File: config.mk
export PLATFORM = sky130hd
export DESIGN_NAME = ddr_deser_align
export DESIGN_NICKNAME = d
export VERILOG_FILES = /design/src/rtl/ddr_deser_align.sv
export SDC_FILE = /design/constraint.sdc
export NUM_CORES = 1
export LEC_CHECK = 0
export CORE_UTILIZATION = 42
export CTS_BUF_LIST = sky130_fd_sc_hd__clkbuf_16
export DETAILED_ROUTE_END_ITERATION = 16
export SETUP_SLACK_MARGIN = 0.1
export SLEW_MARGIN = 15
export SYNTH_ARGS = -nofsm -noshare
export SYNTH_HDL_FRONTEND = slang
export SYNTH_SLANG_ARGS = --single-unit
File: constraint.sdc
create_clock -name C -period 1.6 [get_ports C]
set_input_delay 0.32 -clock C [delete_from_list [all_inputs] [get_ports C]]
set_output_delay 0.32 -clock C [all_outputs]
set_load 0.005 [all_outputs]
File: src/rtl/ddr_deser_align.sv
// Multi-lane DDR deserialiser: builds RATIO-bit words from Q1/Q2 pairs and trains a per-lane bit offset.
// Latency: one clock from the last bit of a word to DATA_VALID / DATA_OUT.
// Backpressure: none; CE low freezes the whole datapath and every FSM without losing state.
module ddr_deser_align #(
    parameter int                LANES         = 4,
    parameter int                RATIO         = 8,
    parameter logic [RATIO-1:0]  TRAIN_PATTERN = RATIO'(8'hA5),
    parameter int                LOCK_COUNT    = 16
) (
    input  logic                           C,
    input  logic                           RN,
    input  logic                           CE,
    input  logic [LANES-1:0]               Q1,
    input  logic [LANES-1:0]               Q2,
    input  logic                           TRAIN_EN,
    output logic [LANES*RATIO-1:0]         DATA_OUT,
    output logic                           DATA_VALID,
    output logic [LANES*$clog2(RATIO)-1:0] OFFSET,
    output logic [LANES-1:0]               LOCKED,
    output logic [LANES-1:0]               ERROR
);

    localparam int OW   = $clog2(RATIO);
    localparam int HALF = RATIO / 2;
    localparam int PW   = $clog2(HALF);
    localparam int MW   = $clog2(LOCK_COUNT + 1);
    localparam int SW   = $clog2(RATIO + 1);

    typedef enum logic [1:0] {
        S_IDLE,
        S_CHECK,
        S_LOCK,
        S_FAIL
    } state_t;

    logic [PW-1:0] phase;
    logic          strobe;
    logic          train_q;
    logic          train_rise;
    logic          dv_q;

    assign strobe     = CE && (phase == PW'(HALF - 1));
    assign train_rise = CE && TRAIN_EN && !train_q;
    // The pending strobe survives a CE-low stall and is presented once CE returns.
    assign DATA_VALID = dv_q && CE;

    always_ff @(posedge C or negedge RN) begin
        if (!RN) begin
            phase   <= '0;
            train_q <= 1'b0;
            dv_q    <= 1'b0;
        end else if (CE) begin
            phase   <= strobe ? '0 : phase + 1'b1;
            train_q <= TRAIN_EN;
            dv_q    <= strobe;
        end
    end

    for (genvar n = 0; n < LANES; n++) begin : gen_lane
        logic [2*RATIO-1:0] hist;
        logic [2*RATIO-1:0] hist_nxt;
        logic [RATIO-1:0]   word_q;
        state_t             state, state_n;
        logic [OW-1:0]      off, off_n;
        logic [MW-1:0]      match_cnt, match_n;
        logic [SW-1:0]      slip_cnt, slip_n;
        logic               err, err_n;

        assign hist_nxt = {hist[2*RATIO-3:0], Q1[n], Q2[n]};

        always_ff @(posedge C or negedge RN) begin
            if (!RN) begin
                hist      <= '0;
                word_q    <= '0;
                state     <= S_IDLE;
                off       <= '0;
                match_cnt <= '0;
                slip_cnt  <= '0;
                err       <= 1'b0;
            end else begin
                if (CE) begin
                    hist <= hist_nxt;
                end
                // Word includes the pair captured on this same edge.
                if (strobe) begin
                    word_q <= hist_nxt[off +: RATIO];
                end
                state     <= state_n;
                off       <= off_n;
                match_cnt <= match_n;
                slip_cnt  <= slip_n;
                err       <= err_n;
            end
        end

        always_comb begin
            state_n = state;
            off_n   = off;
            match_n = match_cnt;
            slip_n  = slip_cnt;
            err_n   = err;
            if (CE) begin
                if (train_rise) begin
                    state_n = S_CHECK;
                    match_n = '0;
                    slip_n  = '0;
                    err_n   = 1'b0;
                end else begin
                    case (state)
                        S_CHECK: begin
                            if (!TRAIN_EN) begin
                                state_n = S_IDLE;
                            end else if (DATA_VALID) begin
                                if (word_q == TRAIN_PATTERN) begin
                                    match_n = match_cnt + 1'b1;
                                    if (match_n == MW'(LOCK_COUNT)) begin
                                        state_n = S_LOCK;
                                    end
                                end else begin
                                    match_n = '0;
                                    off_n   = (off == OW'(RATIO - 1)) ? '0 : off + 1'b1;
                                    slip_n  = slip_cnt + 1'b1;
                                    if (slip_n == SW'(RATIO)) begin
                                        state_n = S_FAIL;
                                        err_n   = 1'b1;
                                    end
                                end
                            end
                        end
                        S_FAIL: begin
                            if (!TRAIN_EN) begin
                                state_n = S_IDLE;
                            end
                        end
                        default: ;
                    endcase
                end
            end
        end

        assign DATA_OUT[n*RATIO +: RATIO] = word_q;
        assign OFFSET[n*OW +: OW]         = off;
        assign LOCKED[n]                  = (state == S_LOCK);
        assign ERROR[n]                   = err;
    end

endmodule
==> results.json <==
{
  "status": "finished with violations",
  "violations": "setup timing",
  "synth_ff_type": "dfrtp_1",
  "multi_input_area_um2": 4870,
  "regArea_um2": 3714,
  "drt_iter0_markers": 314,
  "period_share_pct": 109.9,
  "slew_headroom_pct": 71.66,
  "cts_tree": "yes",
  "coreArea_um2": 18710,
  "critPathLaunchType": "register",
  "clkPwrFrac_pct": 24.2,
  "yosys_warnings": 0,
  "n_fill_cell": 1432,
  "fmax_mhz": 568.8,
  "worstPathCellList": "and4bb_2, nand2_2, a211oi_2, and4bb_2, o31a_1",
  "die_width_um": 140.2,
  "required_ns": 1.91,
  "layout.nets": 957,
  "cp.arrival_ns": 2.06,
  "finalClockSkew_ns": 0.008268,
  "first_pass_iters": 4,
  "avgViaCountPerCell": 5.412,
  "antenna_cells": 0,
  "synth.ff_latch_count": 148,
  "die_y_um": 140.2,
  "cts-root-buf": "clkbuf_16",
  "place_ws_ns": -0.4858,
  "vias": 6359,
  "clk_latency_ns": 0.42,
  "p_comb_share_pct": 46.5,
  "pin_count": 65,
  "grt_max_degree": 58,
  "synth_cell_types": 60,
  "drive_gt1_share_pct": 50.37,
  "hold_violations": 0,
  "timing.max_cap.violations": 0,
  "fin_cells": 1175,
  "grt_antenna_before_repair": 0,
  "internal_power_mw": 12.68,
  "numCtsBuffers": 17,
  "whs_ns": 0.3065,
  "clockBufferDepth": 2,
  "numPortBuffers": 64,
  "clkTransAtPathRegs_ns": 0.06,
  "switchingPower_mw": 6.119,
  "grt_pass1_wl_um": 33070,
  "ant_nets": 0,
  "initial_core_util_pct": 42.88,
  "slowest_stage": "dfrtp_1",
  "rsz0062_at_grt": "true",
  "worstSetupPathType": "register to register",
  "htreeDepth": 4,
  "layout_setup_ws_ns": -0.1582,
  "gr-usage-all-layers_pct": 21.37,
  "synthArstFlopShare_pct": 100.0,
  "grt_overflow": 0,
  "synth_edf_count": 0,
  "dp_cells": 1074,
  "rows": 50,
  "p_sw_share_pct": 32.55,
  "crit_path_end_kind": "register",
  "die_area_um2": 19650,
  "grt_pass1_vias": 6553,
  "cpPeakStageDelay_ns": 0.40,
  "path_max_fanout": 3,
  "synthCells": 721,
  "cpMostUsedCell": "and4bb_2",
  "gp_congestion": 0.8742,
  "syn-cell-area_um2": 8020,
  "clock-sinks": 148,
  "drv_slew": 0,
  "p_total_mw": 18.80,
  "leakage_nw": 5.074,
  "ys_seq_area_share_pct": 46.18,
  "drt_wl_total_um": 20880,
  "syn2layout_area_growth_pct": 46.57,
  "pwr-share-seq_pct": 29.4,
  "final-setup-viol-count": 18,
  "vdd_drop_max_v": 0.0008282,
  "finalCriticalPeriod_ns": 1.758,
  "hp-class": "input pin to register",
  "wl_per_cell_um": 17.77,
  "drc": 0,
  "syn-num-nets": 750,
  "dp_hpwl_um": 12990,
  "syn_area_per_cell_um2": 11.12,
  "tightest_slew_ns": 0.4250,
  "p_per_area_nw_per_um2": 1599
}
[placed cells by master, fill, tap and decap left out, types with 5 or more instances in the layout]
cell and count:
dfrtp_1 140, buf_4 112, mux2_2 55, nand2_1 48, buf_6 47, nor2_1 46, mux2i_1 43, a21oi_2 29
o21ai_1 20, mux4_2 20, clkbuf_16 20, o21ai_2 19, mux2_4 18, a21oi_1 18, nand3_1 16, xor2_1 15
clkbuf_2 15, dlygate4sd2_1 15, ha_1 13, inv_1 11, clkdlybuf4s15_1 10, mux2i_4 9, nand2_2 9, buf_12 9
dfrtp_2 8, clkdlybuf4s50_1 8, nor2_4 7, nand4_1 7, o21ai_0 7, nand2b_1 6, bufinv_16 6, buf_2 6
a21o_1 5, xnor2_1 5, nand4b_1 5, nand3_2 5
[synth_stat cells (2+ instances only)]
cell / n / share of area [%]
xnor2_1: 6 / 0.66
a21oi_1: 48 / 3.0
ha_1: 17 / 2.7
and3_1: 3 / 0.23
o31a_1: 2 / 0.22
nor3b_1: 2 / 0.19
nor3_1: 5 / 0.31
and4bb_2: 7 / 1.1
nand4b_1: 5 / 0.55
nand2b_1: 9 / 0.70
nand2_1: 60 / 2.8
nand3_1: 24 / 1.5
inv_1: 10 / 0.47
nand3b_1: 4 / 0.37
o21ai_0: 44 / 2.7
a21o_1: 5 / 0.47
o21ai_1: 2 / 0.12
dfrtp_1: 148 / 46
a21boi_0: 2 / 0.19
a211oi_1: 5 / 0.47
nor2b_1: 5 / 0.39
nand4_1: 7 / 0.55
buf_2: 11 / 0.69
xor2_1: 15 / 1.6
mux2_2: 72 / 10
nor4bb_1: 2 / 0.25
buf_4: 11 / 1.0
nor2_1: 56 / 2.6
a22o_1: 4 / 0.44
mux2i_1: 56 / 7.0
mux4_2: 20 / 5.6
o22ai_1: 3 / 0.23
a31oi_1: 2 / 0.16
and2_1: 4 / 0.31
clkbuf_1: 20 / 0.94
[metal layers]
metal  wire [um]  GRT usage [%]  vias to the layer above
met2       10920          37.34                       94
met3         616          4.342                       16
li1            -              -                     3027
met4         199          6.015                        0
met1        9141          26.76                     3222
met5           0              0                        -
[worst max-delay path: cells and delay by family (launching register included)]
kind / cells / cell delay, ns
simple gates: 3 / 0.74
compound gates: 2 / 0.49
flops: 1 / 0.40
[state kept, by name, indices dropped and copies added (netlist names), 2 cells and up]
| signal | count |
|---|---|
| gen_lane.state | 8 |
| gen_lane.match_cnt | 20 |
| gen_lane.hist | 52 |
| gen_lane.err | 4 |
| gen_lane.word_q | 32 |
| phase | 2 |
| gen_lane.off | 12 |
| gen_lane.slip_cnt | 16 |
[area by class of cell]
class	instances	area share, %
flip-flops and latches	148	31.59
repair buffers	231	18.52
clock buffers	17	3.619
well taps	234	2.491
multi-input cells	520	41.43
clock inverters	15	2.033
inverters	10	0.3193
[cell families (layout without fill, tap and decap cells)]
| family | count (synthesis) | count (layout) | share of synthesized area [%] |
|---|---|---|---|
| AOI/OAI and AO/OA | 128 | 128 | 9.626 |
| and+or+nand+nor | 205 | 205 | 13.18 |
| xor gates and xnor gates | 21 | 21 | 2.293 |
| adders and majority gates | 17 | 17 | 2.652 |
| buffers and inverters | 53 | 273 | 3.167 |
| DFF | 148 | 148 | 46.18 |
| muxes | 149 | 149 | 22.90 |
[power groups by stage]
stage / clock, mW / combinational (mW) / sequential, mW
final: 4.54 / 8.73 / 5.52
after global routing: 4.76 / 9.36 / 5.66
after CTS: 4.61 / 7.85 / 5.49
after detailed placement: 0 / 6.50 / 5.58
after global placement: 0 / 6.36 / 5.50
after floorplan: 0 / 3.61 / 5.48
[path summary, 6_finish.rpt]
kind | start | to | slack, ns | depth (start not counted)
max | gen_lane[1].word_q[1]$_DFFE_PN0P_ | gen_lane[1].state[0]$_DFFE_PN0P_ | -0.16 | 5
min | TRAIN_EN | gen_lane[1].state[1]$_DFFE_PN0P_ | 0.31 | 3
max reg2reg | gen_lane[1].word_q[1]$_DFFE_PN0P_ | gen_lane[1].state[0]$_DFFE_PN0P_ | -0.16 | 5
min reg2reg | gen_lane[2].hist[11]$_DFFE_PN0P_ | gen_lane[2].hist[11]$_DFFE_PN0P_ | 0.51 | 1
max in group asynchronous | RN | gen_lane[0].hist[1]$_DFFE_PN0P_ | 0.55 | 3
min in group asynchronous | RN | gen_lane[0].slip_cnt[3]$_DFFE_PN0P_ | 0.38 | 2
[per-stage QoR]
step	utilization (%)	cell area, um2	setup TNS [ns]
2_1_floorplan	-	8061	-0.2212
3_3_place_gp	51.26	9588	-18.72
3_5_place_dp	51.26	9588	-22.51
4_1_cts	59.88	11200	-0.5513
5_1_grt	62.84	11760	-2.324
6_report	62.84	11760	-0.9215
[repair_timing]
| action | in CTS | in global routing |
|---|---|---|
| resized for setup | 282 | 133 |
| pin swaps | 86 | 40 |
| setup endpoints to repair | 105 | 111 |
| hold buffers | 1 | 0 |
| hold endpoints to repair | 37 | 0 |
| cloned | 1 | 3 |
| buffers inserted | 44 | 27 |
(Power assumes the default switching activity.)
